## src/rtl/arbiter_rr2_pkg.sv

```systemverilog
// Shared types and constants for the two-requester round-robin arbiter.
package arbiter_pkg;

    typedef enum logic [1:0] {
        ARB_IDLE,
        ARB_G0,
        ARB_G1
    } arb_state_t;

    localparam int ARB_N = 2;
    localparam logic ARB_RESET_OWNER = 1'b1;

    // Grant vector implied by an arbiter state; one-hot or zero by construction.
    function automatic logic [ARB_N-1:0] grant_of(input arb_state_t s);
        logic [ARB_N-1:0] g;
        g = '0;
        case (s)
            ARB_G0:  g = 2'b01;
            ARB_G1:  g = 2'b10;
            default: g = '0;
        endcase
        return g;
    endfunction

endpackage

```

## src/rtl/arbiter_rr2_if.sv

```systemverilog
// Request/grant bundle between client logic (master) and the arbiter (slave).
interface arbiter_rr2_if;
    import arbiter_pkg::*;

    logic [ARB_N-1:0] request;
    logic [ARB_N-1:0] grant;
    logic             last_owner;
    logic             preempt;

    modport master (output request, input grant, input last_owner, input preempt);
    modport slave  (input request, output grant, output last_owner, output preempt);

endinterface

```

## src/rtl/arbiter_rr2_hold_timer.sv

```systemverilog
// Consecutive-contention counter; expire flags the MAX_HOLD-th contended cycle.
module arbiter_hold_timer #(
    parameter int unsigned MAX_HOLD = 16
) (
    input  logic clk,
    input  logic rst,
    input  logic inc,
    input  logic clr,
    output logic expire
);
    localparam int unsigned CW = $clog2(MAX_HOLD + 1);

    logic [CW-1:0] count_q;
    logic [CW-1:0] count_d;

    assign expire = (count_q == CW'(MAX_HOLD - 1));

    // Next count: clear wins, otherwise count up without passing the limit.
    always_comb begin
        count_d = count_q;
        if (clr) begin
            count_d = '0;
        end else if (inc && !expire) begin
            count_d = count_q + 1'b1;
        end
    end

    // Count register.
    always_ff @(posedge clk) begin
        if (rst) begin
            count_q <= '0;
        end else begin
            count_q <= count_d;
        end
    end

endmodule

```

## src/rtl/arbiter_rr2.sv

```systemverilog
// Two-requester round-robin arbiter with registered one-hot grant.
// Optional hold-limit preemption compiled in with `define ARB_HOLD_LIMIT_EN.
module arbiter_rr2
    import arbiter_pkg::*;
#(
    parameter int unsigned MAX_HOLD = 16
) (
    input logic         clk,
    input logic         rst,
    arbiter_rr2_if.slave bus
);

    if (MAX_HOLD < 2 || MAX_HOLD > 255) begin : g_bad_max_hold
        $error("arbiter_rr2: MAX_HOLD out of range 2..255");
    end

    arb_state_t state_q, state_d;
    logic       last_owner_q, last_owner_d;
    logic       expire;

`ifdef ARB_HOLD_LIMIT_EN
    logic preempt_q, preempt_d;
    logic other_req;
    logic inc, clr;

    // Count only while the non-owner is waiting; any ownership change restarts.
    always_comb begin
        other_req = 1'b0;
        if (state_q == ARB_G0) other_req = bus.request[1];
        if (state_q == ARB_G1) other_req = bus.request[0];
        inc = other_req;
        clr = (state_d != state_q) || !other_req;
    end

    arbiter_hold_timer #(
        .MAX_HOLD(MAX_HOLD)
    ) u_hold_timer (
        .clk    (clk),
        .rst    (rst),
        .inc    (inc),
        .clr    (clr),
        .expire (expire)
    );

    assign bus.preempt = preempt_q;
`else
    assign expire      = 1'b0;
    assign bus.preempt = 1'b0;
`endif

    // Next-state logic: owner release takes priority over hold-limit preemption.
    always_comb begin
        state_d = state_q;
`ifdef ARB_HOLD_LIMIT_EN
        preempt_d = 1'b0;
`endif
        case (state_q)
            ARB_IDLE: begin
                if (bus.request == 2'b11) begin
                    state_d = last_owner_q ? ARB_G0 : ARB_G1;
                end else if (bus.request[0]) begin
                    state_d = ARB_G0;
                end else if (bus.request[1]) begin
                    state_d = ARB_G1;
                end
            end
            ARB_G0: begin
                if (!bus.request[0]) begin
                    state_d = bus.request[1] ? ARB_G1 : ARB_IDLE;
                end else if (bus.request[1] && expire) begin
                    state_d = ARB_G1;
`ifdef ARB_HOLD_LIMIT_EN
                    preempt_d = 1'b1;
`endif
                end
            end
            ARB_G1: begin
                if (!bus.request[1]) begin
                    state_d = bus.request[0] ? ARB_G0 : ARB_IDLE;
                end else if (bus.request[0] && expire) begin
                    state_d = ARB_G0;
`ifdef ARB_HOLD_LIMIT_EN
                    preempt_d = 1'b1;
`endif
                end
            end
            default: state_d = ARB_IDLE;
        endcase
    end

    // Track the most recent owner on every entry into a grant state.
    always_comb begin
        last_owner_d = last_owner_q;
        if (state_d == ARB_G0) last_owner_d = 1'b0;
        if (state_d == ARB_G1) last_owner_d = 1'b1;
    end

    // State, owner and preempt registers.
    always_ff @(posedge clk) begin
        if (rst) begin
            state_q      <= ARB_IDLE;
            last_owner_q <= ARB_RESET_OWNER;
`ifdef ARB_HOLD_LIMIT_EN
            preempt_q    <= 1'b0;
`endif
        end else begin
            state_q      <= state_d;
            last_owner_q <= last_owner_d;
`ifdef ARB_HOLD_LIMIT_EN
            preempt_q    <= preempt_d;
`endif
        end
    end

    assign bus.grant      = grant_of(state_q);
    assign bus.last_owner = last_owner_q;

endmodule

```

## src/flat_wrapper.sv

```systemverilog
// flat-port wrapper written by rule: the top's interface ports become plain ports
module arbiter_rr2_flat import arbiter_pkg::*;
#(
    parameter int unsigned MAX_HOLD = 16
)
  (clk, rst, bus_request, bus_grant, bus_last_owner, bus_preempt);
  arbiter_rr2_if bus_i ();
  input logic clk;
  input logic rst;
  input wire logic [$bits(bus_i.request)-1:0] bus_request;
  output wire logic [$bits(bus_i.grant)-1:0] bus_grant;
  output wire logic [$bits(bus_i.last_owner)-1:0] bus_last_owner;
  output wire logic [$bits(bus_i.preempt)-1:0] bus_preempt;
  assign bus_i.request = bus_request;
  assign bus_grant = bus_i.grant;
  assign bus_last_owner = bus_i.last_owner;
  assign bus_preempt = bus_i.preempt;
  arbiter_rr2 #(.MAX_HOLD(MAX_HOLD)) u_core (.clk(clk), .rst(rst), .bus(bus_i));
endmodule
```

## config.mk

```make
export PLATFORM = sky130hd
export DESIGN_NAME = arbiter_rr2_flat
export DESIGN_NICKNAME = d
export VERILOG_FILES = /design/src/rtl/arbiter_rr2_pkg.sv /design/src/rtl/arbiter_rr2_if.sv /design/src/rtl/arbiter_rr2_hold_timer.sv /design/src/rtl/arbiter_rr2.sv /design/src/flat_wrapper.sv
export SDC_FILE = /design/constraint.sdc
export NUM_CORES = 1
export LEC_CHECK = 0
export BUFFER_PORTS_ARGS = -buffer_cell sky130_fd_sc_hd__buf_4
export CORE_AREA = 2 2 39 41
export CTS_BUF_LIST = sky130_fd_sc_hd__clkbuf_8
export CTS_CLUSTER_DIAMETER = 40
export DETAILED_ROUTE_END_ITERATION = 8
export DIE_AREA = 0 0 41 43
export PLACE_DENSITY = 0.3
export RECOVER_POWER = 25
export SYNTH_ARGS = -nofsm -noshare
export SYNTH_HDL_FRONTEND = slang
export SYNTH_SLANG_ARGS = --single-unit
```

## constraint.sdc

```tcl
create_clock -name clk -period 1 [get_ports clk]
set_clock_uncertainty 0.2 [all_clocks]
set_input_delay 0.2 -clock clk [delete_from_list [all_inputs] [get_ports clk]]
set_output_delay 0.2 -clock clk [all_outputs]
set_load 0.01 [all_outputs]
```

# Word level (Yosys, flattened, before mapping)
# Cells that the tools add are included.
dict set report totals {
  register_bits 3
  inputBits 4
  wordCells 19
}
dict set report op_classes {
  eq_ne 5
  muxes 10
  n_reduce_logical 2
}
# cell count
set op_table {}
lappend op_table {{2-bit 2-to-1 mux} 7}
lappend op_table {{2-bit == test, second input constant} 3}
lappend op_table {{2-bit one-hot mux with 3 select lines} 1}
lappend op_table {{2-bit by 1-bit == test with 1-bit output, second input constant} 2}
lappend op_table {{2-bit one-hot mux with 2 select lines} 1}
lappend op_table {{2-bit zero test} 1}
lappend op_table {{2-bit OR reduction} 1}
lappend op_table {{1-bit 2-to-1 mux} 1}

# Logic depth before layout (Yosys ltp)
# Gate-level depths: netlist of run 1.
dict set report logic_depth {
  depth_word 6
  depth_mapped 3
  ltp_nobuf 3
}

# Worst setup path before layout of run 1
# Ideal clock, no wire load.
dict set report synth_path {
  kind {reg2reg}
  start {reg u_core.last_owner_q (netlist: u_core.bus.last_owner)}
  end {reg u_core.last_owner_q (netlist: u_core.bus.last_owner)}
  setup_ps 114
  arrival_time_ps 790
  slack_ps -104
  stages_incl_launch_ff 4
  n_path_buf 0
  path_cell_list {dfxtp_1 nor2b_1 o21ai_0 a21o_1}
}
dict set report synth_between {
  elab_chain_len 5
}
# element line
set synth_lines {}
lappend synth_lines {{start, declared} arbiter_rr2.sv:18} ;# logic last_owner_q, last_owner_d;
lappend synth_lines {{start signal, assigned} arbiter_rr2.sv:108} ;# last_owner_q <= last_owner_d;
lappend synth_lines {{2-bit 2-to-1 mux (*)} arbiter_rr2.sv:60} ;# state_d = last_owner_q ? ARB_G0 : ARB_G1;
lappend synth_lines {{2-bit 2-to-1 mux (*)} arbiter_rr2.sv:59} ;# if (bus.request == 2'b11) begin
lappend synth_lines {{2-bit one-hot mux with 3 select lines (*)} arbiter_rr2.sv:57} ;# case (state_q)
lappend synth_lines {{2-bit == test} arbiter_rr2.sv:95} ;# if (state_d == ARB_G1) last_owner_d = 1'b1;
lappend synth_lines {{2-bit OR reduction (no line)} --}
# Every way passes the cells marked *; elsewhere a longest branch is shown, timed or not.
# A chain may end at the register's enable or synchronous reset.

# Worst setup path in the final report of run 1
dict set report layout_path {
  start {reg u_core.state_q[1]}
  end {out bus_grant[0]}
}
dict set report layout_between {
  elab_chain_len 2
}
# element line
set layout_lines {}
lappend layout_lines {{start, declared} arbiter_rr2.sv:17} ;# arb_state_t state_q, state_d;
lappend layout_lines {{start signal, assigned} arbiter_rr2.sv:107} ;# state_q <= state_d;
lappend layout_lines {{2-bit == test / 2-bit by 1-bit == test with 1-bit output (equally long branches)} arbiter_rr2_pkg.sv:17} ;# case (s)
lappend layout_lines {{2-bit one-hot mux with 2 select lines (*)} arbiter_rr2_pkg.sv:17}
lappend layout_lines {{end, declared} flat_wrapper.sv:11} ;# output wire logic [$bits(bus_i.grant)-1:0] bus_grant;
# Marked as above.

==> results of run 1 <==
==> flip-flops by register name, indices dropped and copies added (netlist names) <==
signal / cells
u_core.bus.last_owner: 1
u_core.state_q: 2
==> cell usage in the layout, fill, tap and decap left out, types with 2 or more instances in the layout <==
| cell | n |
|---|---|
| o21ai_2 | 2 |
| buf_6 | 4 |
| buf_4 | 6 |
| o22ai_2 | 2 |
| and2b_2 | 2 |
| clkbuf_8 | 3 |
| and3b_1 | 2 |
| a21o_1 | 2 |
| dfxtp_4 | 3 |
==> repair_timing <==
item	in CTS	in global routing
setup endpoints to repair	5	6
endpoints found under the hold margin	1	1
pin swaps	0	3
buffers inserted	2	1
gates resized for setup	4	7
==> through the flow <==
step	utilization [%]	power [mW]	area, sq um	setup WS, ns	std cells
2_1_floorplan	-	0.183	175	-0.0185	18
3_3_place_gp	17.4	0.217	240	-0.118	40
3_5_place_dp	17.4	0.214	240	-0.121	40
4_1_cts	22.7	0.570	314	-0.281	46
5_1_grt	25.4	0.619	352	-0.311	47
6_report	25.4	0.578	352	-0.272	47
==> power groups by stage <==
| stage | Sequential (mW) | Combinational (mW) | Clock [mW] |
|---|---|---|---|
| 2_1_floorplan | 0.144 | 0.0398 | 0 |
| 3_3_place_gp | 0.145 | 0.0723 | 0 |
| 3_5_place_dp | 0.144 | 0.0698 | 0 |
| 4_1_cts | 0.135 | 0.0893 | 0.346 |
| 5_1_grt | 0.139 | 0.117 | 0.363 |
| 6_report | 0.136 | 0.110 | 0.331 |
==> final cells by class <==
class,count,area (sq um)
multi-input cells,14,125
well taps,16,20.0
fillers,148,1030
flip-flops and latches,3,71.3
clock inverters,1,3.75
repair buffers,10,90.1
clock buffers,3,41.3
==> final timing paths <==
kind | from | endpoint | slack [ns] | cells past startpoint
max | u_core.state_q[1]$_SDFF_PP0_ | bus_grant[0] | -0.27 | 2
max reg2reg | u_core.state_q[1]$_SDFF_PP0_ | u_core.state_q[1]$_SDFF_PP0_ | -0.26 | 5
min | rst | u_core.bus.last_owner$_SDFFE_PP1N_ | -0.03 | 2
min reg2reg | u_core.bus.last_owner$_SDFFE_PP1N_ | u_core.bus.last_owner$_SDFFE_PP1N_ | 0.37 | 2
==> per-layer routing <==
| metal | vias to the layer above | wire length (um) | global-route usage [%] |
|---|---|---|---|
| met5 | - | 0 | 0 |
| met4 | 0 | 0 | 8.00 |
| met3 | 0 | 19 | 3.14 |
| met2 | 4 | 214 | 6.25 |
| met1 | 74 | 162 | 5.75 |
| li1 | 87 | - | - |
==> kinds of logic (layout without fill, tap and decap cells) <==
family	count (synthesis)	count (layout)	share of synthesized area, %
simple gates	7	7	30.2
compound gates	6	6	25.6
flops	3	3	37.2
buf+inv	1	14	4.65
other cells	1	1	2.32
==> impl_metrics.env, run 1 <==
export IMPL_status="finished with violations"
export IMPL_failed_checks="hold timing, setup timing"
export IMPL_slowest_delay_ns=0.33
export IMPL_cts_root_buffer_cell="clkbuf_8"
export IMPL_grt_max_degree=6
export IMPL_synthArstFlopShare_pct=0
export IMPL_n_antenna_cell=0
export IMPL_synth_top_area_cell="dfxtp_1"
export IMPL_grt_ovfl_total=0
export IMPL_cp_cell_sequence="and2b_2 -> buf_6"
export IMPL_ys_flop_type="dfxtp_1"
export IMPL_setup_tns_ns=-1.20
export IMPL_dieArea_sq_um=1760
export IMPL_finalCriticalPeriod_ns=1.27
export IMPL_rows=14
export IMPL_clkPwrFrac_pct=57.4
export IMPL_start_kind="flop"
export IMPL_gp_congestion=0.609
export IMPL_antenna_left=0
export IMPL_grt_usage_pct=5.61
export IMPL_synth_seq_cells=3
export IMPL_antenna_found_initial=0
export IMPL_drv_cap=0
export IMPL_slew_violations=0
export IMPL_finalCritPeriodShare_pct=127
export IMPL_dr_pass1_iters=3
export IMPL_drc=0
export IMPL_yosys_warnings=0
export IMPL_die_h_um=43
export IMPL_final_net_count=36
export IMPL_critical_path_class="reg2out"
export IMPL_yosys_cell_count_top_type="dfxtp_1"
export IMPL_avgSynthCellArea_sq_um=8.97
export IMPL_leakage_nw=0.173
export IMPL_ctsHtreeMaxLevel=1
export IMPL_hp_class="in2reg"
export IMPL_cp_top_family="flip-flops"
export IMPL_intPower_uw=455
export IMPL_wl_per_cell_um=8.40
export IMPL_core_area_sq_um=1380
export IMPL_final_hold_violation_count=1
export IMPL_port_buffers=6
export IMPL_synth_area_sq_um=161
export IMPL_share_comb_of_total_power_pct=19.0
export IMPL_cp_required_ns=0.60
export IMPL_routed_wl_um=395
export IMPL_fmax_ghz=0.786
export IMPL_power_density_nw_per_um2=1640
export IMPL_numCtsBuffers=3
export IMPL_drive_above_1_share_pct=77.4
export IMPL_yosysTopAreaCellShare_pct=37.2
export IMPL_power_switching_uw=123
export IMPL_cp_slowest_cell="dfxtp_4"
export IMPL_clock_path_buffers=2
export IMPL_critPathArrivalTime_ns=0.87
export IMPL_areaGrowthSynthToFinish_pct=118
export IMPL_die_x_um=41
export IMPL_fin_worst_hold_slack_ns=-0.0284
export IMPL_clk_pin_slew_ns=0.03
export IMPL_end_kind="primary output"
export IMPL_grt_pass1_wl_um=586
export IMPL_drtIter0Drc=6
export IMPL_vias=165
export IMPL_rsz0062_at_grt="true"
export IMPL_synth_cells=18
export IMPL_worst_slack_ns=-0.272
export IMPL_seq_power_share_pct=23.6
export IMPL_setup_viol=6
export IMPL_clock_sinks=3
export IMPL_insertion_delay_ns=0.21
export IMPL_p_sw_share_pct=21.3
export IMPL_via_per_inst=3.51
export IMPL_initial_core_util_pct=11.7
export IMPL_ios=8
export IMPL_ys_seq_area_share_pct=37.2
export IMPL_grt_pass1_vias=158
export IMPL_synthTopCellsByArea="dfxtp_1 (37%), and2b_2 (11%), and3b_1 (11%), a21o_1 (9.3%), o22ai_1 (7.8%)"
export IMPL_synth_cell_types=11
export IMPL_tritoncts="yes"
export IMPL_syn_nets=22
export IMPL_peakVddDrop_mv=0.588
export IMPL_worstPathBufferInverterCount=1
export IMPL_synth_edf_count=0
export IMPL_crit_fanout=3
Note: power is estimated with default switching activity, not from simulation.
==> inputs of run 2 (changes only) <==
--- a/config.mk
+++ b/config.mk
@@ -5,12 +5,12 @@
 export SDC_FILE = /design/constraint.sdc
 export NUM_CORES = 1
 export LEC_CHECK = 0
-export BUFFER_PORTS_ARGS = -buffer_cell sky130_fd_sc_hd__buf_4
 export CORE_AREA = 2 2 39 41
 export CTS_BUF_LIST = sky130_fd_sc_hd__clkbuf_8
 export CTS_CLUSTER_DIAMETER = 40
 export DETAILED_ROUTE_END_ITERATION = 8
 export DIE_AREA = 0 0 41 43
+export DONT_BUFFER_PORTS = 1
 export PLACE_DENSITY = 0.3
 export RECOVER_POWER = 25
 export SYNTH_ARGS = -nofsm -noshare
==> run 2 against run 1 <==
The run still ends with hold timing, setup timing left. First-iteration DRC count is 83% lower. Die area did not move. Maximum frequency is 6.5% higher. Non-clock buffer count down 4. Setup slack better by 0.078 ns. Largest power group unchanged.
==> impl_metrics.env, run 2 (synthesis results as in run 1) <==
export IMPL_slew_violations=0
export IMPL_rows=14
export IMPL_power_total_uw=556
export IMPL_dieArea_sq_um=1760
export IMPL_setup_tns_ns=-0.828
export IMPL_crit_fanout=4
export IMPL_via_per_inst=3.67
export IMPL_start_kind="flop"
export IMPL_dr_pass1_iters=2
export IMPL_leakage_nw=0.142
export IMPL_ctsHtreeMaxLevel=1
export IMPL_port_buffers=0
export IMPL_critical_path_class="reg2out"
export IMPL_dpl_cell_area_sq_um=195
export IMPL_wl_per_cell_um=11.1
export IMPL_drc=0
export IMPL_hp_class="in2reg"
export IMPL_grt_pass1_vias=158
export IMPL_post_route_util_pct=22.2
export IMPL_tritoncts="yes"
export IMPL_rsz0062_at_grt="true"
export IMPL_areaGrowthSynthToFinish_pct=89.9
export IMPL_final_cell_mix="clkbuf_8 (3), dfxtp_4 (3)"
export IMPL_worst_slack_ns=-0.194
export IMPL_final_hold_violation_count=3
export IMPL_die_h_um=43
export IMPL_clock_path_buffers=2
export IMPL_power_density_nw_per_um2=1810
export IMPL_slowest_delay_ns=0.34
export IMPL_routed_wl_um=476
export IMPL_grt_usage_pct=5.52
export IMPL_grt_pass1_wl_um=593
export IMPL_initial_core_util_pct=11.7
export IMPL_clk_pin_slew_ns=0.03
export IMPL_drv_cap=0
export IMPL_numCtsBuffers=3
export IMPL_ios=8
export IMPL_grt_max_degree=8
export IMPL_status="finished with violations"
export IMPL_n_antenna_cell=0
export IMPL_die_x_um=41
export IMPL_final_area_sq_um=307
export IMPL_peakVddDrop_mv=0.697
export IMPL_cp_cell_sequence="and2b_2"
export IMPL_final_net_count=32
export IMPL_clock_sinks=3
export IMPL_gp_congestion=0.746
export IMPL_antenna_left=0
export IMPL_worstPathBufferInverterCount=0
export IMPL_cp_slowest_cell="dfxtp_4"
export IMPL_largest_reg_flops=2
export IMPL_cp_top_family="flip-flops"
export IMPL_critPathArrivalTime_ns=0.79
export IMPL_vias=158
export IMPL_end_kind="primary output"
export IMPL_cts_root_buffer_cell="clkbuf_8"
export IMPL_cp_required_ns=0.60
export IMPL_antenna_found_initial=0
export IMPL_setup_viol=6
export IMPL_finalCriticalPeriod_ns=1.19
export IMPL_fin_worst_hold_slack_ns=-0.127
export IMPL_drtIter0Drc=1
export IMPL_finalCritPeriodShare_pct=119
export IMPL_fmax_ghz=0.838
export IMPL_core_area_sq_um=1380
export IMPL_failed_checks="hold timing, setup timing"
export IMPL_top_register="u_core.state_q"
export IMPL_drive_above_1_share_pct=63.0
export IMPL_insertion_delay_ns=0.21
export IMPL_grt_ovfl_total=0
[run 2: changes by cell type in the layout (fill, tap and decap cells not counted), sizes merged]
| cell | change |
|---|---|
| dlygate4sd3 | +2 |
| buf | -6 |
[run 2: timing repair]
action,CTS,global route
hold buffers,1,1
endpoints found under the hold margin,3,3
buffers inserted,1,2
gates resized for setup,3,4
pin swaps,0,3
setup endpoints to repair,5,6
[run 2: worst paths after layout]
path | to | slack (ns) | startpoint | cells after the start
min reg2reg | u_core.bus.last_owner$_SDFFE_PP1N_ | 0.37 | u_core.bus.last_owner$_SDFFE_PP1N_ | 2
max reg2reg | u_core.bus.last_owner$_SDFFE_PP1N_ | -0.14 | u_core.state_q[1]$_SDFF_PP0_ | 4
min | u_core.bus.last_owner$_SDFFE_PP1N_ | -0.13 | rst | 1
max | bus_grant[1] | -0.19 | u_core.state_q[0]$_SDFF_PP0_ | 1
[run 2: final cells by class]
cell class	count	area [sq um]
clock buffers	3	41.3
clock inverters	1	3.75
fillers	149	1080
multi-input cells	14	113
flip-flops and latches	3	71.3
well taps	16	20.0
repair buffers	6	57.6
[run 2: layer usage]
| layer | GRT usage [%] | wire length [um] | vias to the layer above | share of wire, % |
|---|---|---|---|---|
| li1 | - | - | 78 | - |
| met1 | 5.13 | 176 | 76 | 37 |
| met2 | 6.88 | 266 | 4 | 56 |
| met3 | 2.62 | 33 | 0 | 6.9 |
| met4 | 8.00 | 0 | 0 | 0 |
| met5 | 0 | 0 | - | 0 |
[run 2: per-stage QoR]
stage,instances,setup WS (ns)
after floorplan,18,-0.0185
after global placement,34,-0.0656
after detailed placement,34,-0.0573
after CTS,40,-0.226
after global routing,43,-0.205
final,43,-0.194
[run 2: power by group]
| group | leakage [nW] | internal [mW] | switching [mW] |
|---|---|---|---|
| clock network | 0.0269 | 0.261 | 0.0749 |
| logic | 0.0891 | 0.0501 | 0.0332 |
| registers | 0.0263 | 0.128 | 0.00907 |
| total | 0.142 | 0.439 | 0.117 |
